[src/rtl/prt_scaler_lbuf_ctl.sv]
// ---------------------------------------------------------------------------
// prt_scaler_lbuf_ctl
//
// Line-buffer controller for the scaler's vertical filter. One simple
// dual-port line RAM is used as a ring of P_LINES line slots. The writer
// fills the slot at wl pixel by pixel; the tap reader addresses stored lines
// relative to rl (tap 0 = oldest stored line) and frees the oldest line with
// a release.
//
// Ports
//   CLK_IN, RST_IN   clock, asynchronous active-low reset
//   CLR_IN           synchronous clear (start of frame), highest priority
//   WR_IN            input pixel valid, WR_EOL_IN marks last pixel of line
//   WR_DAT_IN        input pixel data
//   WR_RDY_OUT       a free line slot exists, writes are accepted
//   RD_IN            tap read request at (RD_TAP_IN, RD_PIX_IN)
//   RD_REL_IN        release the oldest stored line
//   RD_RDY_OUT       at least P_TAPS complete lines are stored
//   RAM_WR_OUT/RAM_WADR_OUT/RAM_WDAT_OUT   RAM write port (1 cycle latency)
//   RAM_RD_OUT/RAM_RADR_OUT                RAM read port (1 cycle latency)
//   LINES_OUT        number of complete lines stored
//   LEN_OUT          pixel count of the last committed line
//   OVF_OUT          sticky: a write was dropped
// All outputs are registered and reset to 0.
// ---------------------------------------------------------------------------
module prt_scaler_lbuf_ctl #(
  parameter int P_LINES     = 4,
  parameter int P_LINE_ADR  = 11,
  parameter int P_TAPS      = 2,
  parameter int P_DAT_WIDTH = 48,
  localparam int L          = $clog2(P_LINES)
) (
  input  logic                      CLK_IN,
  input  logic                      RST_IN,
  input  logic                      CLR_IN,
  input  logic                      WR_IN,
  input  logic                      WR_EOL_IN,
  input  logic [P_DAT_WIDTH-1:0]    WR_DAT_IN,
  output logic                      WR_RDY_OUT,
  input  logic                      RD_IN,
  input  logic [L-1:0]              RD_TAP_IN,
  input  logic [P_LINE_ADR-1:0]     RD_PIX_IN,
  input  logic                      RD_REL_IN,
  output logic                      RD_RDY_OUT,
  output logic                      RAM_WR_OUT,
  output logic [L+P_LINE_ADR-1:0]   RAM_WADR_OUT,
  output logic [P_DAT_WIDTH-1:0]    RAM_WDAT_OUT,
  output logic                      RAM_RD_OUT,
  output logic [L+P_LINE_ADR-1:0]   RAM_RADR_OUT,
  output logic [L:0]                LINES_OUT,
  output logic [P_LINE_ADR:0]       LEN_OUT,
  output logic                      OVF_OUT
);

  localparam int W_ADR = L + P_LINE_ADR;

  localparam logic [L:0]          C_LINES   = (L+1)'(P_LINES);
  localparam logic [L:0]          C_TAPS    = (L+1)'(P_TAPS);
  localparam logic [L-1:0]        C_PTR_ONE = L'(1);
  localparam logic [L:0]          C_CNT_ONE = (L+1)'(1);
  localparam logic [P_LINE_ADR:0] C_PC_ONE  = (P_LINE_ADR+1)'(1);

  typedef enum logic [0:0] {
    WR_IDLE = 1'b0,
    WR_LINE = 1'b1
  } wr_state_e;

  // Control state
  wr_state_e           state_q, state_d;
  logic [L-1:0]        wl_q, wl_d;
  logic [L-1:0]        rl_q, rl_d;
  logic [P_LINE_ADR:0] pc_q, pc_d;
  logic [L:0]          cnt_q, cnt_d;
  logic [P_LINE_ADR:0] len_q, len_d;
  logic                ovf_q, ovf_d;
  logic                wr_rdy_q, wr_rdy_d;
  logic                rd_rdy_q, rd_rdy_d;

  // RAM port registers
  logic                   ram_wr_q, ram_wr_d;
  logic [W_ADR-1:0]       wadr_q, wadr_d;
  logic [P_DAT_WIDTH-1:0] wdat_q, wdat_d;
  logic                   ram_rd_q, ram_rd_d;
  logic [W_ADR-1:0]       radr_q, radr_d;

  // Per-cycle event strobes
  logic wr_acc_s;
  logic commit_s;
  logic rel_s;
  logic rd_acc_s;
  logic pc_full_s;

  // Event decode, pointer/count update and writer FSM next state
  always_comb begin
    state_d   = state_q;
    wl_d      = wl_q;
    rl_d      = rl_q;
    pc_d      = pc_q;
    cnt_d     = cnt_q;
    len_d     = len_q;
    ovf_d     = ovf_q;
    wr_acc_s  = 1'b0;
    commit_s  = 1'b0;
    rel_s     = 1'b0;
    rd_acc_s  = 1'b0;
    // pc has one extra bit; its MSB set means the line already holds
    // 2**P_LINE_ADR pixels and any further pixel must be dropped.
    pc_full_s = pc_q[P_LINE_ADR];

    if (CLR_IN) begin
      state_d = WR_IDLE;
      wl_d    = '0;
      rl_d    = '0;
      pc_d    = '0;
      cnt_d   = '0;
      len_d   = '0;
      ovf_d   = 1'b0;
    end else begin
      wr_acc_s = WR_IN & wr_rdy_q & ~pc_full_s;
      // An EOL still closes an overlong line, but is ignored when no slot
      // is free (that line was never being written).
      commit_s = WR_IN & WR_EOL_IN & wr_rdy_q;
      rel_s    = RD_REL_IN & (cnt_q != '0);
      rd_acc_s = RD_IN & rd_rdy_q;

      if (WR_IN && !wr_acc_s) begin
        ovf_d = 1'b1;
      end else begin
        ovf_d = ovf_q;
      end

      if (commit_s) begin
        len_d = wr_acc_s ? (pc_q + C_PC_ONE) : pc_q;
        pc_d  = '0;
        wl_d  = wl_q + C_PTR_ONE;
      end else if (wr_acc_s) begin
        pc_d  = pc_q + C_PC_ONE;
      end else begin
        pc_d  = pc_q;
      end

      if (rel_s) begin
        rl_d = rl_q + C_PTR_ONE;
      end else begin
        rl_d = rl_q;
      end

      // Commit and release together leave the count unchanged.
      case ({commit_s, rel_s})
        2'b10:   cnt_d = cnt_q + C_CNT_ONE;
        2'b01:   cnt_d = cnt_q - C_CNT_ONE;
        default: cnt_d = cnt_q;
      endcase

      case (state_q)
        WR_IDLE: begin
          if (wr_acc_s && !commit_s) begin
            state_d = WR_LINE;
          end else begin
            state_d = WR_IDLE;
          end
        end
        WR_LINE: begin
          if (commit_s) begin
            state_d = WR_IDLE;
          end else begin
            state_d = WR_LINE;
          end
        end
        default: state_d = WR_IDLE;
      endcase
    end

    // Ready flags look at the next count so a commit filling the last slot
    // blocks the writer from the very next cycle on.
    wr_rdy_d = (cnt_d < C_LINES);
    rd_rdy_d = (cnt_d >= C_TAPS);
  end

  // RAM port next values: strobes follow the accepted requests one cycle later
  always_comb begin
    ram_wr_d = wr_acc_s;
    ram_rd_d = rd_acc_s;
    wadr_d   = wadr_q;
    wdat_d   = wdat_q;
    radr_d   = radr_q;
    if (wr_acc_s) begin
      wadr_d = {wl_q, pc_q[P_LINE_ADR-1:0]};
      wdat_d = WR_DAT_IN;
    end else begin
      wadr_d = wadr_q;
      wdat_d = wdat_q;
    end
    // Tap offset wraps naturally in L bits; uses the pre-release rl.
    if (rd_acc_s) begin
      radr_d = {rl_q + RD_TAP_IN, RD_PIX_IN};
    end else begin
      radr_d = radr_q;
    end
  end

  // Control state registers
  always_ff @(posedge CLK_IN or negedge RST_IN) begin
    if (!RST_IN) begin
      state_q  <= WR_IDLE;
      wl_q     <= '0;
      rl_q     <= '0;
      pc_q     <= '0;
      cnt_q    <= '0;
      len_q    <= '0;
      ovf_q    <= 1'b0;
      wr_rdy_q <= 1'b0;
      rd_rdy_q <= 1'b0;
    end else begin
      state_q  <= state_d;
      wl_q     <= wl_d;
      rl_q     <= rl_d;
      pc_q     <= pc_d;
      cnt_q    <= cnt_d;
      len_q    <= len_d;
      ovf_q    <= ovf_d;
      wr_rdy_q <= wr_rdy_d;
      rd_rdy_q <= rd_rdy_d;
    end
  end

  // RAM port registers
  always_ff @(posedge CLK_IN or negedge RST_IN) begin
    if (!RST_IN) begin
      ram_wr_q <= 1'b0;
      wadr_q   <= '0;
      wdat_q   <= '0;
      ram_rd_q <= 1'b0;
      radr_q   <= '0;
    end else begin
      ram_wr_q <= ram_wr_d;
      wadr_q   <= wadr_d;
      wdat_q   <= wdat_d;
      ram_rd_q <= ram_rd_d;
      radr_q   <= radr_d;
    end
  end

  assign WR_RDY_OUT   = wr_rdy_q;
  assign RD_RDY_OUT   = rd_rdy_q;
  assign RAM_WR_OUT   = ram_wr_q;
  assign RAM_WADR_OUT = wadr_q;
  assign RAM_WDAT_OUT = wdat_q;
  assign RAM_RD_OUT   = ram_rd_q;
  assign RAM_RADR_OUT = radr_q;
  assign LINES_OUT    = cnt_q;
  assign LEN_OUT      = len_q;
  assign OVF_OUT      = ovf_q;

endmodule
[config.mk]
export PLATFORM = sky130hd
export DESIGN_NAME = prt_scaler_lbuf_ctl
export DESIGN_NICKNAME = d
export VERILOG_FILES = /design/src/rtl/prt_scaler_lbuf_ctl.sv
export SDC_FILE = /design/constraint.sdc
export NUM_CORES = 1
export LEC_CHECK = 0
export CORE_MARGIN = 2
export CORE_UTILIZATION = 40
export DETAILED_ROUTE_END_ITERATION = 7
export GPL_ROUTABILITY_DRIVEN = 0
export HOLD_SLACK_MARGIN = 0.1
export PLACE_DENSITY = 0.83
export SYNTH_ARGS = -nofsm -noshare
export SYNTH_HDL_FRONTEND = slang
export SYNTH_SLANG_ARGS = --single-unit
[constraint.sdc]
create_clock -name CLK_IN -period 2.1 [get_ports CLK_IN]
set_input_delay 0.42 -clock CLK_IN [delete_from_list [all_inputs] [get_ports CLK_IN]]
set_output_delay 0.42 -clock CLK_IN [all_outputs]
set_load 0.02 [all_outputs]
---- Word level (Yosys, flattened, before mapping) ----
Cells that the tools add are included.
storage, ports and cells
  output and inout bits ................... 94
  bits in registers ....................... 110
  word-level logic and storage cells ...... 51
  input port bits ......................... 68
cells by class
  $add $sub $neg .......................... 6
  muxes and demuxes ....................... 15
  equality and inequality tests ........... 2
  magnitude comparators ................... 2
  bitwise operators ....................... 7
  reductions and logical operators ........ 6
operator list
  cell                                                               count
  two-way mux 12 bit                                                 5
  adder 12 x 1 -> 12 bit, second input constant                      1
  two-way mux 2 bit                                                  4
  bitwise AND 1 bit                                                  6
  case mux 3 bit (2 select lines)                                    1
  nonzero test 2 bit                                                 3
  adder 2 x 1 -> 2 bit, second input constant                        2
  two-way mux 1 bit                                                  4
  adder 3 x 1 -> 3 bit, second input constant                        1
  greater-or-equal comparator 3 x 2 -> 1 bit, second input constant  1
  < comparator 3 bit, second input constant                          1
  two-way mux 3 bit                                                  1
  nonzero test 3 bit                                                 1
  subtractor 3 x 1 -> 3 bit, second input constant                   1
  adder 2 bit                                                        1
  equality test 2 x 1 -> 1 bit, second input constant                1
  equality test 2 bit, second input constant                         1
  logical AND 1 bit                                                  1
  zero test 1 bit                                                    1
  inverter 1 bit                                                     1

---- Logic depth before layout (Yosys ltp) ----
Gate-level depths: netlist of run 1.
  depth after elaboration ................. 6
  depth in mapped cells ................... 9
  depth with buffers taken out ............ 8

---- Least setup slack after synthesis of run 1 ----
OpenSTA, ideal clock, no wires.
  kind .................................... reg-to-reg
  from .................................... register wr_rdy_q, in the netlist WR_RDY_OUT
  to ...................................... register rd_rdy_q, in the netlist RD_RDY_OUT
  cell stages (with the launch flop) ...... 10
  data required time ...................... 2017 ps
  path slack .............................. -136 ps
  arrival time ............................ 2154 ps
  buffers on the path ..................... 1
  library setup time ...................... 83 ps
  period minus slack after synthesis ...... 2236 ps
  path through ............................ dfrtp_1 and3_1 buf_2 inv_1 ha_1 fa_1 xnor2_1 or3_1 a21o_1 o21ai_0
between the ends
  word-level cells in the longest chain between the ends .. 5
  elaborated cells on any way between the ends .. 6
  those cells by class .................... 1 x order compare; 2 x eq/ne; 2 x mux; 1 x bitwise
ends and longest elaborated chain
  what                                                                        line  text
  start, declared                                                             76    logic wr_rdy_q, wr_rdy_d;
  start signal, assigned                                                      222   wr_rdy_q <= wr_rdy_d;
  bitwise AND 1 bit (*)                                                       122   commit_s = WR_IN & WR_EOL_IN & wr_rdy_q;
  equality test 2 x 1 -> 1 bit / equality test 2 bit (equally long branches)  149   case ({commit_s, rel_s})
  case mux 3 bit (2 select lines) (*)                                         149
  two-way mux 3 bit (*)                                                       110   if (CLR_IN) begin
  greater-or-equal comparator 3 x 2 -> 1 bit (*)                              177   rd_rdy_d = (cnt_d >= C_TAPS);
  named net rd_rdy_d                                                          77    logic rd_rdy_q, rd_rdy_d;
  end signal, assigned                                                        223   rd_rdy_q <= rd_rdy_d;
  end, declared                                                               77
Mark *: on every way through the listed nets, which the timed path passes. The rest lies on a longest branch.
A chain may end at the register's enable or synchronous reset.

---- Worst setup path in the final report of run 1 ----
  from .................................... input port WR_EOL_IN
  to ...................................... register rd_rdy_q, in the netlist RD_RDY_OUT
between the ends
  word-level cells in the longest chain between the ends .. 6
  elaborated cells on any way between the ends .. 7
  those cells by class .................... 1 x order compare; 2 x eq/ne; 2 x mux; 2 x bitwise
ends and longest elaborated chain
  what                                                                        line  text
  start, declared                                                             37    input logic WR_EOL_IN,
  bitwise AND 1 bit (*) (2 in series)                                         122
  equality test 2 x 1 -> 1 bit / equality test 2 bit (equally long branches)  149
  case mux 3 bit (2 select lines) (*)                                         149
  two-way mux 3 bit (*)                                                       110
  greater-or-equal comparator 3 x 2 -> 1 bit (*)                              177
  named net rd_rdy_d                                                          77
Marked as above.

==> impl_metrics.tcl, run 1 <==
set metrics [dict create \
    status "complete, but fails checks" \
    violations "negative setup slack" \
    worstReg2RegEnd "RD_RDY_OUT$_DFF_PN0_" \
    r2r_start "LINES_OUT[0]$_DFF_PN0_" \
    finalSetupViolations 1 \
    cts_buffers 9 \
    hold_path_class "reg2reg" \
    synth_commonest_cells "dfrtp_1, mux2_2, nand2_1" \
    grt_pass1_vias 3276 \
    internal_power_mw 4.50 \
    die_y_um 108 \
    power_mw 6.63 \
    post-route-period-util 1.01 \
    initial_core_util 0.405 \
    worst_clock_skew_ns 0.0114 \
    p_comb_frac 0.386 \
    yosys_warnings 0 \
    p_per_area_nw_per_um2 1030 \
    whs_ns 0.485 \
    syn_avg_cell_area_um2 13.2 \
    clock_sinks 110 \
    via_per_inst 4.85 \
    grt_antenna_before_repair 0 \
    syn_area_um2 4340 \
    hold_violations 0 \
    synthTopCellsByArea "dfrtp_1, mux2_2, nand2_1" \
    min_period_ns 2.13 \
    synthFlopType "dfrtp_1" \
    drive_above_1_share 0.190 \
    cts_tree "yes" \
    tns_ns -0.0313 \
    netlist.area_leader.share 0.635 \
    ys_seq_area_frac 0.635 \
    pwr-share-seq 0.428 \
    grt_max_degree 54 \
    slew_headroom 0.725 \
    grt_usage 0.174 \
    worstSetupStartpointType "input port" \
    peakVddDrop_mv 0.493 \
    worst_slack_ns -0.0313 \
    syn_to_final_growth_pct 48.9 \
    syn-num-nets 400 \
    clkPwrFrac 0.186 \
    cap_violations 0 \
    syn_inst 328 \
    wl_um 9930 \
    crit_path_start "WR_EOL_IN" \
    post_dp_cell_area_um2 6230 \
    antenna_cells 0 \
    fmax_mhz 469 \
    cp.arrival_ns 2.41 \
    clk_path_buf_depth 2 \
    boundaryPins 162 \
    r2r_cells 7 \
    grt_pass1_wl_um 15800 \
    first_pass_iters 4 \
    synth_area_leader_cell "dfrtp_1" \
    synth_edf_count 0 \
    portBuffers 161 \
    clk-insertion-delay-late_ns 0.36 \
    final_area_um2 6460 \
    r2r_slack_ns 0 \
    crit_end "RD_RDY_OUT$_DFF_PN0_" \
    root_buffer "clkbuf_8" \
    core_um2 10700 \
    worstSetupPathType "in2reg" \
    swShare 0.322 \
    p_leak_nw 2.79 \
    dieArea_um2 11700 \
    fillers 887 \
    dpl.hpwl_um 7300 \
    vias 3160 \
    switchingPower_mw 2.14 \
    tightestPinTransition_ns 0.412 \
    ys_types 33 \
    rows 38 \
    yosysMostFrequentCell "dfrtp_1" \
    grt_setup_unrepaired "yes" \
    overflow 0 \
    async_flop_share 1.00 \
    remaining_drc_errors 0 \
    final_net_count 579 \
    drt_iter0_drc 104 \
    wl_per_cell_um 15.2 \
    ant_nets 0 \
    htreeDepth 3 \
    critPathCaptureType "register" \
    cp.required_ns 2.38 \
    synth_seq_cells 110 \
    drv_slew 0 \
    cts.clk_slew.worst_paths_ns 0.09 \
    die_w_um 108 \
    crit_fanout 3 \
]
## what timing repair did
action,CTS,global route
setup endpoints to repair,3,3
setup buffers,0,3
hold buffers,1,0
endpoints found under the hold margin,29,0
pin swaps,1,0
resized for setup,2,0
## cell type report
cell class	instances	area [um2]	share of cell area
Clock buffer	11	141	0.0219
Clock inverter	4	47.5	0.00736
Inverter	5	18.8	0.00291
Multi-Input combinational cell	198	1510	0.233
Sequential cell	110	2760	0.427
Tap cell	140	175	0.0271
Timing Repair Buffer	183	1810	0.281
## per-layer routing
layer	up-vias	global-route usage	part of all wire
met5	-	0	0
met4	0	0.0833	0.021
met3	20	0.0356	0.063
met2	107	0.292	0.50
met1	1569	0.215	0.41
li1	1464	-	-
## worst min path at each step
stage                            startpoint                           end  slack [ns]  cells past startpoint
2_1_floorplan                        RST_IN        LEN_OUT[0]$_DFFE_PN0P_        0.12                      0
3_3_place_gp                         RST_IN   RAM_WADR_OUT[3]$_DFFE_PN0P_        0.38                      1
3_5_place_dp                         RST_IN  RAM_WDAT_OUT[42]$_DFFE_PN0P_        0.39                      1
4_1_cts         RAM_RADR_OUT[0]$_DFFE_PN0P_   RAM_RADR_OUT[0]$_DFFE_PN0P_        0.49                      2
5_1_grt        RAM_RADR_OUT[10]$_DFFE_PN0P_  RAM_RADR_OUT[10]$_DFFE_PN0P_        0.51                      2
6_report       RAM_RADR_OUT[12]$_DFFE_PN0P_  RAM_RADR_OUT[12]$_DFFE_PN0P_        0.49                      2
## cell families (layout without fill, tap and decap cells)
logic type      after synthesis  count (layout)  share of synthesized area
fa+ha+maj                     4               4                     0.0133
mux                          63              63                      0.163
flops                       110             110                      0.635
xor+xnor                     18              18                     0.0364
compound gates               19              19                     0.0329
buf+inv                      20             203                     0.0202
simple gates                 94              94                     0.0995
## critical path: stages
cell	delay (ns)
clkdlybuf4s50_1	0.46
and3_4	0.19
inv_1	0.05
ha_2	0.19
fa_2	0.33
xnor2_1	0.14
or3_1	0.34
a21o_1	0.20
o21ai_0	0.08
## layout by cell type, fill, tap and decap left out, types with 2 or more instances in the layout
cell type / count
a211oi_1: 10
a211oi_2: 2
buf_12: 3
buf_4: 19
clkbuf_8: 10
clkdlybuf4s50_1: 159
clkinv_2: 2
dfrtp_1: 107
dfrtp_2: 3
ha_1: 2
inv_1: 5
mux2_1: 13
mux2_2: 48
mux2i_1: 2
nand2_1: 42
nand3_1: 2
nand4_1: 2
nor2_1: 34
nor3_1: 4
nor4_2: 2
o21ai_0: 3
xnor2_1: 12
xor2_1: 6
## flip-flops by register name, summed over array words and instances, names as in the netlist
register	count
LINES_OUT	3
RAM_WADR_OUT	13
LEN_OUT	12
WR_RDY_OUT	1
RD_RDY_OUT	1
OVF_OUT	1
RAM_RADR_OUT	13
wl_q	2
rl_q	2
RAM_RD_OUT	1
RAM_WR_OUT	1
RAM_WDAT_OUT	48
pc_q	12
## power by group through the flow
stage / clock network, mW / logic [mW] / registers (mW)
after floorplan: 0 / 0.653 / 3.43
after detailed placement: 0 / 2.55 / 2.89
after global placement: 0 / 2.48 / 2.87
after CTS: 1.29 / 2.56 / 2.85
after global routing: 1.37 / 2.73 / 2.90
final: 1.23 / 2.56 / 2.84
## metrics by stage
step           instances  worst slack (ns)   util
2_1_floorplan        328           0.00643      -
3_3_place_gp         632            -0.373  0.583
3_5_place_dp         632            -0.463  0.583
4_1_cts              648         -0.000995  0.602
5_1_grt              651           -0.0681  0.604
6_report             651           -0.0313  0.604
Note: power is estimated with default switching activity, not from simulation.
==> run 2: changes to the inputs <==
CORE_UTILIZATION = 45   (was 40)
PLACE_DENSITY = 0.88   (was 0.83)
clock period = 2.6 ns   (was 2.1 ns; I/O delays follow)
==> run 2 against run 1 <==
Against the previous run: the flow now finishes without violations; non-clock buffer count down 13; count of clock-buffer cells in the layout down 2; largest power group unchanged; design area down 2.4%; register-to-register slack better by 0.35 ns; sequential cell count unchanged.
==> impl_metrics.tcl, run 2 (synthesis results as in run 1) <==
set metrics [dict create \
    status "completed" \
    drive_above_1_share 0.162 \
    slowest_delay_ns 0.47 \
    crit_fanout 3 \
    remaining_drc_errors 0 \
    rows 35 \
    cp.required_ns 2.87 \
    cap_violations 0 \
    wl_per_cell_um 15.9 \
    core_um2 9280 \
    htreeDepth 3 \
    min_period_ns 2.28 \
    p_leak_nw 2.73 \
    vias 3065 \
    first_pass_iters 4 \
    dieArea_um2 10400 \
    post_dp_cell_area_um2 6130 \
    grt_pass1_wl_um 15600 \
    worst_path_max_delay_cell "clkdlybuf4s50_1" \
    cts_setup_buffers 0 \
    cts_tree "yes" \
    grt_setup_unrepaired "no" \
    cp.arrival_ns 2.55 \
    peakVddDrop_mv 0.333 \
    slew_headroom 0.638 \
    hold_path_class "in2async" \
    cts_buffers 9 \
    via_per_inst 4.88 \
    postCtsHoldBufs 0 \
    grt_antenna_before_repair 0 \
    path_buf_inv 2 \
    tightestPinTransition_ns 0.543 \
    p_per_area_nw_per_um2 826 \
    worst_clock_skew_ns 0.0103 \
    overflow 0 \
    final_cell_mix "clkdlybuf4s50_1, dfrtp_1, mux2_2" \
    cts.clk_slew.worst_paths_ns 0.10 \
    cp_cell_sequence "clkdlybuf4s50_1 -> and3_1 -> inv_1 -> ha_1 -> fa_1 -> xnor2_1 -> or3_1 -> a21o_1 -> o21ai_0" \
    clk_path_buf_depth 2 \
    critPathCaptureType "register" \
    initial_core_util 0.467 \
    hold_violations 0 \
    r2r_cells 7 \
    cts_resized 0 \
    worstSetupStartpointType "input port" \
    ant_nets 0 \
    wl_um 10000 \
    final_net_count 566 \
    grt_pass1_vias 3202 \
    final_common_cell "clkdlybuf4s50_1" \
    dp.cells 612 \
    dpl.hpwl_um 7430 \
    post-route-period-util 0.878 \
    final_area_um2 6300 \
    fillers 683 \
    drt_iter0_drc 68 \
    whs_ns 0.144 \
    largest_reg_flops 48 \
    syn_to_final_growth_pct 45.4 \
    root_buffer "clkbuf_8" \
    finalNonFillerCells 628 \
    drv_slew 0 \
    antenna_cells 0 \
    finalSetupViolations 0 \
    grt_usage 0.193 \
    boundaryPins 162 \
    fmax_mhz 438 \
    portBuffers 161 \
    worstSetupPathType "in2reg" \
    clk-insertion-delay-late_ns 0.35 \
    crit_family "adder cells" \
    grt_max_degree 56 \
    tns_ns 0 \
    clock_sinks 110 \
    die_w_um 102 \
    die_y_um 102 \
    cp.depth 9 \
]
## run 2: changes by cell type in the layout (fill, tap and decap cells not counted), moves of 2 or more
cell	change
buf_4	-11
dfrtp_2	-3
clkinv_4	+2
dfrtp_1	+3
## run 2: path summary, 6_finish.rpt
kind                                               from                            to  slack, ns
hold reg to reg            RAM_RADR_OUT[11]$_DFFE_PN0P_  RAM_RADR_OUT[11]$_DFFE_PN0P_       0.48
setup / recovery                                  WR_IN          RD_RDY_OUT$_DFF_PN0_       0.32
min in group CLK_IN        RAM_RADR_OUT[11]$_DFFE_PN0P_  RAM_RADR_OUT[11]$_DFFE_PN0P_       0.48
hold / removal                                   RST_IN   RAM_RADR_OUT[0]$_DFFE_PN0P_       0.14
setup reg to reg                 LINES_OUT[1]$_DFF_PN0_          RD_RDY_OUT$_DFF_PN0_       0.35
max in group asynchronous                        RST_IN   RAM_WDAT_OUT[9]$_DFFE_PN0P_       1.78
## run 2: power breakdown
group          internal [mW]  switching [mW]  total, mW
sequential              2.08           0.222       2.31
clock                  0.351           0.569      0.920
combinational           1.02           0.962       1.98
## run 2: area by class of cell
type | instances | area [um2] | area share
clock inverter | 7 | 48.8 | 0.00774
inverter | 5 | 18.8 | 0.00298
sequential | 110 | 2750 | 0.437
clock buffer | 9 | 124 | 0.0197
multi-input combinational | 198 | 1500 | 0.237
tap | 129 | 161 | 0.0256
timing repair buffer | 170 | 1700 | 0.270
## run 2: through the flow
stage | util | setup WS (ns) | power [mW]
floorplan | - | 0.364 | 3.29
global placement | 0.660 | 0.0317 | 4.26
detailed placement | 0.660 | -0.0424 | 4.34
CTS | 0.679 | 0.332 | 5.26
global route | 0.679 | 0.212 | 5.48
finish | 0.679 | 0.317 | 5.21
## run 2: per-layer routing
layer  vias up  global-route usage  wire length (um)
met5         -                   0                 0
met4         0              0.0738               216
met3        19              0.0315               594
met2       108               0.344              5080
met1      1499               0.236              4110
li1       1439                   -                 -
